`src/rtl/alu_arbiter_if.sv`:
```
// rtl/alu_arbiter_if.sv - request, response and ALU signal bundle for alu_arbiter
interface alu_arbiter_if;
  logic        req0_valid;
  logic        req0_ready;
  logic [31:0] req0_a;
  logic [31:0] req0_b;
  logic [3:0]  req0_sel;
  logic        req1_valid;
  logic        req1_ready;
  logic [31:0] req1_a;
  logic [31:0] req1_b;
  logic [3:0]  req1_sel;
  logic        rsp_valid;
  logic        rsp_ready;
  logic        rsp_id;
  logic [31:0] rsp_result;
  logic        rsp_carry;
  logic        rsp_err;
  logic [31:0] alu_a;
  logic [31:0] alu_b;
  logic [3:0]  alu_sel;
  logic [31:0] alu_result;
  logic        alu_carryout;

  modport slave (
    input  req0_valid, req0_a, req0_b, req0_sel,
    input  req1_valid, req1_a, req1_b, req1_sel,
    input  rsp_ready, alu_result, alu_carryout,
    output req0_ready, req1_ready,
    output rsp_valid, rsp_id, rsp_result, rsp_carry, rsp_err,
    output alu_a, alu_b, alu_sel
  );

  modport master (
    output req0_valid, req0_a, req0_b, req0_sel,
    output req1_valid, req1_a, req1_b, req1_sel,
    output rsp_ready, alu_result, alu_carryout,
    input  req0_ready, req1_ready,
    input  rsp_valid, rsp_id, rsp_result, rsp_carry, rsp_err,
    input  alu_a, alu_b, alu_sel
  );
endinterface

```
`src/rtl/alu_arbiter.sv`:
```
// rtl/alu_arbiter.sv - round-robin sequencer sharing one combinational ALU between two requesters
module alu_arbiter #(
  parameter int unsigned MUL_CYCLES = 4,
  parameter int unsigned DIV_CYCLES = 8,
  parameter int unsigned ALU_CYCLES = 1
) (
  input logic          clk,
  input logic          rst_n,
  alu_arbiter_if.slave bus
);
  typedef enum logic [1:0] {IDLE, EXEC, RESP} state_t;

  state_t      state;
  state_t      state_nxt;
  logic [3:0]  cnt;
  logic        last_grant;
  logic        gnt_any;
  logic        gnt_id;
  logic [31:0] gnt_a;
  logic [31:0] gnt_b;
  logic [3:0]  gnt_sel;
  logic [3:0]  lat_m1;
  logic        op_illegal;
  logic        div_zero;

  // On a tie the requester that did not win last time is granted.
  always_comb begin
    gnt_any    = bus.req0_valid | bus.req1_valid;
    gnt_id     = (bus.req0_valid & bus.req1_valid) ? ~last_grant : bus.req1_valid;
    gnt_a      = gnt_id ? bus.req1_a   : bus.req0_a;
    gnt_b      = gnt_id ? bus.req1_b   : bus.req0_b;
    gnt_sel    = gnt_id ? bus.req1_sel : bus.req0_sel;
    op_illegal = (gnt_sel >= 4'd10);
    div_zero   = (gnt_sel == 4'd9) && (gnt_b == 32'd0);
    case (gnt_sel)
      4'd8:    lat_m1 = 4'(MUL_CYCLES - 1);
      4'd9:    lat_m1 = 4'(DIV_CYCLES - 1);
      default: lat_m1 = 4'(ALU_CYCLES - 1);
    endcase
  end

  assign bus.req0_ready = (state == IDLE) && gnt_any && !gnt_id;
  assign bus.req1_ready = (state == IDLE) && gnt_any &&  gnt_id;
  assign bus.rsp_valid  = (state == RESP);

  always_ff @(posedge clk) begin
    if (!rst_n) begin
      state <= IDLE;
    end else begin
      state <= state_nxt;
    end
  end

  always_comb begin
    state_nxt = state;
    case (state)
      IDLE: begin
        if (gnt_any) begin
          state_nxt = (op_illegal || div_zero) ? RESP : EXEC;
        end
      end
      EXEC: begin
        if (cnt == 4'd0) begin
          state_nxt = RESP;
        end
      end
      RESP: begin
        if (bus.rsp_ready) begin
          state_nxt = IDLE;
        end
      end
      default: state_nxt = IDLE;
    endcase
  end

  // Operands are only loaded on a grant, so they stay put through EXEC and RESP.
  always_ff @(posedge clk) begin
    if (!rst_n) begin
      cnt            <= 4'd0;
      last_grant     <= 1'b1;
      bus.alu_a      <= 32'd0;
      bus.alu_b      <= 32'd0;
      bus.alu_sel    <= 4'd0;
      bus.rsp_id     <= 1'b0;
      bus.rsp_result <= 32'd0;
      bus.rsp_carry  <= 1'b0;
      bus.rsp_err    <= 1'b0;
    end else begin
      case (state)
        IDLE: begin
          if (gnt_any) begin
            bus.alu_a   <= gnt_a;
            bus.alu_b   <= gnt_b;
            bus.alu_sel <= gnt_sel;
            bus.rsp_id  <= gnt_id;
            last_grant  <= gnt_id;
            cnt         <= lat_m1;
            if (op_illegal) begin
              bus.rsp_result <= 32'd0;
              bus.rsp_carry  <= 1'b0;
              bus.rsp_err    <= 1'b1;
            end else if (div_zero) begin
              bus.rsp_result <= 32'hFFFF_FFFF;
              bus.rsp_carry  <= 1'b1;
              bus.rsp_err    <= 1'b1;
            end
          end
        end
        EXEC: begin
          if (cnt != 4'd0) begin
            cnt <= cnt - 4'd1;
          end else begin
            bus.rsp_result <= bus.alu_result;
            bus.rsp_carry  <= bus.alu_carryout;
            bus.rsp_err    <= 1'b0;
          end
        end
        default: ;
      endcase
    end
  end
endmodule

```
`src/flat_wrapper.sv`:
```
// flat-port wrapper written by rule: the top's interface ports become plain ports
module alu_arbiter_flat 
#(
  parameter int unsigned MUL_CYCLES = 4,
  parameter int unsigned DIV_CYCLES = 8,
  parameter int unsigned ALU_CYCLES = 1
)
  (clk, rst_n, bus_req0_valid, bus_req0_a, bus_req0_b, bus_req0_sel, bus_req1_valid, bus_req1_a, bus_req1_b, bus_req1_sel, bus_rsp_ready, bus_alu_result, bus_alu_carryout, bus_req0_ready, bus_req1_ready, bus_rsp_valid, bus_rsp_id, bus_rsp_result, bus_rsp_carry, bus_rsp_err, bus_alu_a, bus_alu_b, bus_alu_sel);
  alu_arbiter_if bus_i ();
  input logic clk;
  input logic rst_n;
  input wire logic [$bits(bus_i.req0_valid)-1:0] bus_req0_valid;
  input wire logic [$bits(bus_i.req0_a)-1:0] bus_req0_a;
  input wire logic [$bits(bus_i.req0_b)-1:0] bus_req0_b;
  input wire logic [$bits(bus_i.req0_sel)-1:0] bus_req0_sel;
  input wire logic [$bits(bus_i.req1_valid)-1:0] bus_req1_valid;
  input wire logic [$bits(bus_i.req1_a)-1:0] bus_req1_a;
  input wire logic [$bits(bus_i.req1_b)-1:0] bus_req1_b;
  input wire logic [$bits(bus_i.req1_sel)-1:0] bus_req1_sel;
  input wire logic [$bits(bus_i.rsp_ready)-1:0] bus_rsp_ready;
  input wire logic [$bits(bus_i.alu_result)-1:0] bus_alu_result;
  input wire logic [$bits(bus_i.alu_carryout)-1:0] bus_alu_carryout;
  output wire logic [$bits(bus_i.req0_ready)-1:0] bus_req0_ready;
  output wire logic [$bits(bus_i.req1_ready)-1:0] bus_req1_ready;
  output wire logic [$bits(bus_i.rsp_valid)-1:0] bus_rsp_valid;
  output wire logic [$bits(bus_i.rsp_id)-1:0] bus_rsp_id;
  output wire logic [$bits(bus_i.rsp_result)-1:0] bus_rsp_result;
  output wire logic [$bits(bus_i.rsp_carry)-1:0] bus_rsp_carry;
  output wire logic [$bits(bus_i.rsp_err)-1:0] bus_rsp_err;
  output wire logic [$bits(bus_i.alu_a)-1:0] bus_alu_a;
  output wire logic [$bits(bus_i.alu_b)-1:0] bus_alu_b;
  output wire logic [$bits(bus_i.alu_sel)-1:0] bus_alu_sel;
  assign bus_i.req0_valid = bus_req0_valid;
  assign bus_i.req0_a = bus_req0_a;
  assign bus_i.req0_b = bus_req0_b;
  assign bus_i.req0_sel = bus_req0_sel;
  assign bus_i.req1_valid = bus_req1_valid;
  assign bus_i.req1_a = bus_req1_a;
  assign bus_i.req1_b = bus_req1_b;
  assign bus_i.req1_sel = bus_req1_sel;
  assign bus_i.rsp_ready = bus_rsp_ready;
  assign bus_i.alu_result = bus_alu_result;
  assign bus_i.alu_carryout = bus_alu_carryout;
  assign bus_req0_ready = bus_i.req0_ready;
  assign bus_req1_ready = bus_i.req1_ready;
  assign bus_rsp_valid = bus_i.rsp_valid;
  assign bus_rsp_id = bus_i.rsp_id;
  assign bus_rsp_result = bus_i.rsp_result;
  assign bus_rsp_carry = bus_i.rsp_carry;
  assign bus_rsp_err = bus_i.rsp_err;
  assign bus_alu_a = bus_i.alu_a;
  assign bus_alu_b = bus_i.alu_b;
  assign bus_alu_sel = bus_i.alu_sel;
  alu_arbiter #(.MUL_CYCLES(MUL_CYCLES), .DIV_CYCLES(DIV_CYCLES), .ALU_CYCLES(ALU_CYCLES)) u_core (.clk(clk), .rst_n(rst_n), .bus(bus_i));
endmodule
```
`config.mk`:
```
export PLATFORM = sky130hd
export DESIGN_NAME = alu_arbiter_flat
export DESIGN_NICKNAME = d
export VERILOG_FILES = /design/src/rtl/alu_arbiter_if.sv /design/src/rtl/alu_arbiter.sv /design/src/flat_wrapper.sv
export SDC_FILE = /design/constraint.sdc
export NUM_CORES = 1
export LEC_CHECK = 0
export CAP_MARGIN = 20
export CORE_MARGIN = 4
export CORE_UTILIZATION = 38
export DETAILED_ROUTE_END_ITERATION = 6
export HOLD_SLACK_MARGIN = 0.15
export MAX_ROUTING_LAYER = met4
export PLACE_DENSITY = 0.81
export SYNTH_ARGS = -nofsm -noshare
export SYNTH_HDL_FRONTEND = slang
export SYNTH_SLANG_ARGS = --single-unit
export TNS_END_PERCENT = 1
```
`constraint.sdc`:
```
create_clock -name clk -period 2 [get_ports clk]
set_input_delay 0.2 -clock clk [delete_from_list [all_inputs] [get_ports clk]]
set_output_delay 0.2 -clock clk [all_outputs]
set_load 0.05 [all_outputs]
```
# Word-level counts from Yosys, hierarchy flattened
# Index checks and enable logic that the tools add are counted.
totals:
  reg_bits: 110
  latchBits: 0
  ramBits: 0
  rom_bits: 0
  out_inout_bits: 106
  wordCells: 67
  n_memories: 0
classes:
  n_addsub: 1
  mul: 0
  n_div: 0
  magnitude_cmp: 1
  eq_ne: 10
  shift: 0
  mux: 27
  n_bitwise: 3
  n_reduce_logical: 15
op_table:
  columns: ["op", "n"]
  rows:
  - ["$mux 32", 6]
  - ["$pmux 32 s2", 1]
  - ["$logic_not 32->1", 1]
  - ["$mux 4", 3]
  - ["$eq 4x4->1 const B", 2]
  - ["$mux 1", 8]
  - ["$mux 2", 4]
  - ["$pmux 4 s2", 1]
  - ["$ne 2x1->1 const B", 3]
  - ["$pmux 2 s3", 1]
  - ["$pmux 3 s2", 1]
  - ["$reduce_and 3->1", 2]
  - ["$ge 4x4->1 const B", 1]
  - ["$logic_and 1x1->1", 4]
  - ["$logic_not 4->1", 1]
  - ["$ne 2x2->1 const B", 2]
  - ["$pmux 1 s2", 2]
  - ["$reduce_and 4->1", 1]
  - ["$reduce_bool 4->1", 1]
  - ["$sub 4x1->4 const B", 1]
  - ["$ne 3x1->1 const B", 1]
  - ["$eq 2x1->1 const B", 1]
  - ["$eq 2x2->1 const B", 1]
  - ["$logic_not 2->1", 1]
  - ["other kinds (7)", 7]

# Depth between registers and ports, before layout
logic_depth:
  ltp_word: 9
  ltp_mapped: 8

# Worst setup path after synthesis
# OpenSTA, ideal clock, no wires.
synth_timing:
  kind: "flip-flop to flip-flop"
  startpoint: "register u_core.state[1]"
  endpoint: "register u_core.bus.alu_a[16]"
  setup_time_ns: 0.071
  arrival_time_ns: 1.894
  slack_ns: 0.036
  path_stages_with_launch: 7
  n_path_buf: 1
  period_less_slack_ns: 1.964
  path_cell_list: "dfxtp_1 -> nor2_1 -> o21ai_1 -> nor2_1 -> clkbuf_1 -> a22oi_1 -> a21oi_1"
synth_between:
  elab_chain_len: 2
synth_lines:
  columns: ["item", "line_no", "rtl"]
  rows:
  - ["start: declaration", "alu_arbiter.sv:13", "state_t state;"]
  - ["start signal: assignment", "alu_arbiter.sv:50", "state <= state_nxt;"]
  - ["$logic_not 2->1", "alu_arbiter.sv:89", "case (state)"]
  - ["$reduce_and 2->1 (no source line)", null, null]
  - ["end signal: assignment", "alu_arbiter.sv:92", "bus.alu_a <= gnt_a;"]
  - ["end: declaration", "alu_arbiter_if.sv:31", "output alu_a, alu_b, alu_sel"]
# No other way between the ends.
# A chain may end at the register's enable or synchronous reset.

# Final worst setup path
layout_timing:
  startpoint: "input port bus_req0_b[9]"
  endpoint: "register u_core.bus.rsp_result[2]"
layout_between:
  elab_chain_len: 5
layout_lines:
  columns: ["item", "line_no", "rtl"]
  rows:
  - ["start: declaration", "flat_wrapper.sv:14", "input wire logic [$bits(bus_i.req0_b)-1:0] bus_req0_b;"]
  - ["$mux 32", "alu_arbiter.sv:31", "gnt_b = gnt_id ? bus.req1_b : bus.req0_b;"]
  - ["$logic_not 32->1", "alu_arbiter.sv:34", "div_zero = (gnt_sel == 4'd9) && (gnt_b == 32'd0);"]
  - ["$logic_and 1x1->1", "alu_arbiter.sv:34", null]
  - ["$ne 3x1->1 (no source line)", null, null]
  - ["$reduce_and 4->1 (no source line)", null, null]
  - ["end signal: assignment", "alu_arbiter.sv:113", "bus.rsp_result <= bus.alu_result;"]
  - ["end: declaration", "alu_arbiter_if.sv:30", "output rsp_valid, rsp_id, rsp_result, rsp_carry, rsp_err,"]
# No other way between the ends.

==> impl_metrics.py <==
metrics = {
    "routing": {
        "remaining_drc_errors": 0,
        "first_pass_iters": 5,
        "ant_nets": 0,
        "drt_iter0_markers": 407,
        "via_count": 5666,
        "drt_wl_total_mm": 18.6,
        "wl_per_cell_um": 17.5,
        "routed_via_density": 5.32,
    },
    "global_route": {
        "grt_pass1_vias": 5746,
        "grt_start_max_net_pins": 51,
        "antenna_found_initial": 1,
        "grt_usage": 0.240,
        "grt_pass1_wl_mm": 27.6,
        "overflow": 0,
    },
    "finish": {
        "area_growth_pct": 78.8,
        "nNetsFinal": 1067,
        "layout.cells.non_filler": 1066,
        "fin_area_um2": 8620,
        "post_route_cells_drive_above_1_share": 0.114,
        "final.fill_count": 968,
    },
    "floorplan": {
        "initial_utilization": 0.395,
        "die_h_um": 121,
        "die_w_um": 121,
        "rows": 40,
        "die_area_um2": 14500,
        "core_area_um2": 12200,
        "ioPinCount": 280,
    },
    "placed_design": {
        "globalplace.congestion": 0.902,
        "port_buffers": 279,
        "dpl_cell_area_um2": 8160,
        "dp_cells": 1043,
        "place_hpwl_mm": 14.1,
    },
    "timing": {
        "min_period_ps": 1990,
        "tightest_slew_ps": 569,
        "slew_violations": 0,
        "hold_viol": 0,
        "max_freq_ghz": 0.502,
        "finalCritPeriodShare": 0.995,
        "fin_skew_ps": 8.75,
        "slew-limit-headroom": 0.619,
        "setup_viol": 0,
        "rsz0062_at_grt": "true",
    },
    "critical_path": {
        "critPathMaxFanout": 8,
        "critical_path_class": "input pin to flop",
        "cp.arrival_ps": 2250,
        "crit_required_ps": 2260,
        "start_kind": "input pin",
        "cp-end-kind": "flop",
    },
    "job": {
        "maxCapViolations": 0,
    },
    "synthesis": {
        "yosys_warnings": 0,
        "synthesis.area_um2": 4820,
        "yosysUniqueCellTypes": 41,
        "syn_nets": 759,
        "ys_seq_area_frac": 0.457,
        "ys.flop_type": "dfxtp_1",
        "postSynthAreaPerCell_um2": 8.25,
        "synthCells": 584,
        "synth-edff-count": 0,
        "synth-seq-cells": 110,
        "ys_async_sr_fraction": 0,
    },
    "cts": {
        "cts_tree": "yes",
        "clock_sinks": 110,
        "postCtsHoldBufs": 0,
        "cts_root_buf": "clkbuf_16",
        "clkLatencyLatePin_ps": 340,
        "cts_inserted_buffers": 9,
        "htreeDepth": 3,
        "clockBufferDepth": 2,
        "clkSlewWorstSetupHoldPaths_ps": 70,
    },
    "power_and_ir_drop": {
        "vdd_drop_max_v": 0.000757,
        "power_density_nw_per_um2": 1150,
        "total_power_mw": 9.92,
        "leakage_nw": 3.48,
    },
    "hold_path": {
        "hold_class": "input pin to flop",
    },
    "status": {
        "status": "complete, no violations",
    },
}
==> layout make-up <==
type | count | area [um^2] | share of cell area
diodes | 1 | 2.50 | 0.000290
inverters | 4 | 15.0 | 0.00174
multi-input cells | 425 | 2490 | 0.289
clock buffers | 13 | 250 | 0.0290
flip-flops and latches | 110 | 2200 | 0.256
clock inverters | 3 | 20.0 | 0.00232
repair buffers | 342 | 3430 | 0.398
well taps | 168 | 210 | 0.0244
==> placed cells by master (no fill, tap or decap), drive strengths merged, types with 2 or more instances in the layout <==
cell             n
inv              4
clkdlybuf4s50  275
o21ai           40
o22ai            2
nand3            3
nor3             7
nor2b            3
a22oi           35
clkbuf          16
nand4            6
nor2            47
mux2i           34
dfxtp          110
nor3b            2
a21oi           27
a311oi          34
nor4b            2
nand2          154
buf             63
clkinvlp         2
nor4            14
==> cell families after synthesis <==
kind of cell | synth area share
AOI/OAI and AO/OA | 0.210
buffers and inverters | 0.0441
muxes | 0.0755
xor gates and xnor gates | 0.00182
and+or+nand+nor | 0.209
DFF | 0.457
adders and majority gates | 0.00260
==> metrics by stage <==
step | TNS [ps] | util | hold slack, ps | setup WS [ps]
floorplan | 0 | - | 299 | 35.5
global placement | -8690 | 0.668 | 437 | -257
detailed placement | -9760 | 0.668 | 446 | -303
CTS | 0 | 0.690 | 389 | 12.1
global route | -1520 | 0.706 | 397 | -65.7
finish | 0 | 0.706 | 398 | 9.39
==> where the power goes <==
| group | leakage, nW | internal, mW | switching (mW) |
|---|---|---|---|
| clock | 0.126 | 0.881 | 0.785 |
| combinational | 2.44 | 2.06 | 3.17 |
| sequential | 0.910 | 2.71 | 0.315 |
| total | 3.48 | 5.65 | 4.27 |
==> worst max-delay path: stages <==
cell,delay [ps]
clkdlybuf4s50_1,460
nor4_2,330
buf_4,160
nand4_1,190
a221oi_4,340
a22oi_4,80
buf_12,150
clkbuf_16,170
mux2i_1,170
==> synth_stat cells (2+ instances only) <==
master	count	share of area
a21oi_1	27	0.028
a22oi_1	34	0.053
a311oi_1	34	0.062
buf_2	5	0.0052
buf_6	3	0.0070
clkbuf_1	36	0.028
dfxtp_1	110	0.46
inv_1	3	0.0023
mux2i_1	33	0.069
nand2_1	154	0.12
nand3_1	3	0.0031
nand4_1	6	0.0078
nor2_1	47	0.037
nor2b_1	3	0.0039
nor3_1	7	0.0073
nor3b_1	2	0.0031
nor4_1	14	0.018
nor4b_1	2	0.0036
o21ai_0	38	0.039
o22ai_1	2	0.0026
==> routing by layer <==
metal	vias to the layer above	global-route usage	share of wire
met5	-	-	0
met4	0	0.0659	0.017
met1	2649	0.272	0.39
li1	2688	-	-
met3	34	0.0566	0.081
met2	295	0.426	0.51
==> path summary, 6_finish.rpt <==
path | from | slack (ps) | endpoint | cells after the start
worst min register to register | u_core.bus.alu_a[17]$_SDFFE_PN0P_ | 450 | u_core.bus.alu_a[17]$_SDFFE_PN0P_ | 2
worst min-delay path | bus_req0_a[1] | 400 | u_core.bus.alu_a[1]$_SDFFE_PN0P_ | 3
worst max-delay path | bus_req0_b[9] | 9 | u_core.bus.rsp_result[2]$_SDFFE_PN0P_ | 9
worst max register to register | u_core.cnt[0]$_SDFFE_PN0P_ | 50 | u_core.bus.rsp_result[2]$_SDFFE_PN0P_ | 9
==> sequential cells by signal, indices dropped and copies added (netlist names) <==
register               cells
u_core.bus.alu_a          32
u_core.bus.alu_b          32
u_core.bus.rsp_result     32
u_core.bus.alu_sel         4
u_core.cnt                 4
u_core.state               2
u_core.bus.rsp_carry       1
u_core.bus.rsp_err         1
u_core.bus.rsp_id          1
u_core.last_grant          1
==> timing repair <==
item,in CTS,in global routing
resized for setup,1,13
endpoints found under the setup margin,1,36
gates cloned,0,4
pin swaps,0,3
buffers inserted,0,2
hold endpoints to repair,0,0
(Power assumes the default switching activity.)
==> RTL change, RTL diff (same settings) <==
Encoding of `state_t`: now one-hot (3 bits for 3 states).
--- a/src/rtl/alu_arbiter.sv
+++ b/src/rtl/alu_arbiter.sv
@@ -8,7 +8,7 @@
   input logic          rst_n,
   alu_arbiter_if.slave bus
 );
-  typedef enum logic [1:0] {IDLE, EXEC, RESP} state_t;
+  typedef enum logic [2:0] {IDLE = 3'b001, EXEC = 3'b010, RESP = 3'b100} state_t;
 
   state_t      state;
   state_t      state_nxt;
Behaviour: no difference found for any inputs over 4 cycles, from zero or initial values and one cycle with rst_n low; so few cycles prove little.
==> RTL change against the original RTL <==
Cell count up 5.8%; highest routed layer unchanged; sequential cell count up 1; area after synthesis up 13%; wire length up 7.2%; total power up 10%; final area up 3.3%; global-route usage up 0.16 points; setup slack better by 0.046 ns.
==> RTL change: results (changes against the original RTL) <==
run_status:
  run_status: "finished clean"
synthesis:
  syn-num-nets: 848  # +12%
  netlist_area_um2: 5440  # +13%
  asyncSetResetFlopFracSynth: 0  # unchanged
  arithmetic_cell_share_of_the_synthesized_area_counting_full_adders_half_adders_and_majority_gates: 0.00230  # -0.000297
  synth_xor_area_frac: 0.00161  # -0.000208
  distinct_cell_type_count_after_synthesis: 37  # -9.8%
  yosysSeqAreaShare: 0.408  # -0.0485
  netlist_top_cells_area: "sky130_fd_sc_hd__dfxtp_1 (41%), sky130_fd_sc_hd__o211a_1 (13%), sky130_fd_sc_hd__nand2_1 (10%)"
  yosys_warnings: 0  # unchanged
  syn-instance-count: 673  # +15%
  synth-compound-area-share: 0.243  # +0.0331
  synth_top_cells_by_count: "sky130_fd_sc_hd__nand2_1 (146), sky130_fd_sc_hd__dfxtp_1 (111), sky130_fd_sc_hd__nand3_1 (71)"
  ys_seq_elements: 111  # +0.91%
  post_synthesis_mux_area_share: 0.00782  # -0.0677
placement:
  placedInstanceArea_um2: 8580  # +5.2%
  place_worst_setup_slack_ns: -0.133  # +0.171 ns
  gp_congestion: 0.857  # -5.0%
  dp_hpwl_um: 14600  # +3.7%
power_and_ir_drop:
  flip_flop_and_latch_power_w: 0.00322  # +6%
  vdd_drop_max_mv: 0.861  # +14%
  power.clock.fraction: 0.164  # -0.004
worst_hold_path:
  worstHoldEndpoint: "u_core.state[0]"
  timing.hold.worst.start: "rst_n"
  hold_path_depth: 2  # -1
setup_path:
  worst_ep_arrival_time_ns: 1.74  # -0.51 ns
  critical_path.top_delay_family: "simple AND/OR/NAND/NOR gates"
  r2r_slack_ns: 0.14  # +0.09 ns
  worst_path_max_delay_cell: "sky130_fd_sc_hd__or3b_4"
  worst_reg2reg_path_endpoint: "u_core.bus.alu_a[16]"
  timing.reg2reg.worst_path_depth: 6  # -3
  setup.worst_path.start: "u_core.state[2]"
  endpoint: "bus_req1_ready"
  timing.critical_path.fanout_max: 6  # -2
timing:
  finalHoldWorstSlack_ns: 0.227  # -0.171 ns
  finClkSkew_ns: 0.00761  # -0.00114 ns
  timing.max_slew.rel_slack: 0.609  # -0.0106
  post-route-min-period_ns: 1.94  # -0.0464 ns
grt:
  first_global_vias: 5898  # +2.6%
  global_route_wire_length_before_repair_um: 30700  # +11%
  grt.total_usage: 0.242  # +0.00161
cells_and_area:
  sequential_portion_of_the_cell_area: 0.250  # -0.00587
  fill_cells: 1209  # +25%
  clockNetworkAreaShare: 0.0329  # +0.00152
  layout.comb_gates.multi_input: 494  # +16%
  buffer_area_frac: 0.358  # -0.0404
  nClkBuffers: 12  # -1
  multi_input_combinational_cell_area_um2: 2960  # +19%
  final_layout_size_suffix_gt1_frac: 0.0771  # -0.0366
  multi_input_area_share: 0.333  # +0.0439
  fin_nets: 1117  # +4.7%
  final.signal_buffer_count: 322  # -5.8%
detailed_routing:
  viasPerCell: 5.41  # +1.8%
  route.final.wire_length_um: 20000  # +7.2%
  via_count: 6102  # +7.7%
  first_iter_violations: 324  # -20%
clocking:
  cts_max_level: 3  # unchanged
[RTL change: cell count changes in the layout (fill, tap and decap cells not counted), moves of 9 or more]
cell                       before  now
sky130_fd_sc_hd__o211a_1        0   68
sky130_fd_sc_hd__buf_4         53   40
sky130_fd_sc_hd__mux2i_1       33    2
sky130_fd_sc_hd__nand3_1        3   71
sky130_fd_sc_hd__nor3_1         7   39
sky130_fd_sc_hd__a22oi_1       33    1
sky130_fd_sc_hd__a311oi_1      34    0
sky130_fd_sc_hd__a21oi_1       27   36
sky130_fd_sc_hd__nor2_1        44    9
sky130_fd_sc_hd__and2_1         1   33
sky130_fd_sc_hd__o21ai_0       38    6
sky130_fd_sc_hd__o221ai_1       0   34
[RTL change: layer usage]
layer,vias to the layer above,global-route usage,wire length [µm],part of all wire
met5,-,-,0,0
met4,0,0.0574,278,0.014
met1,2865,0.293,8300,0.42
met3,23,0.0717,1680,0.084
li1,2978,-,-,-
met2,236,0.399,9700,0.49
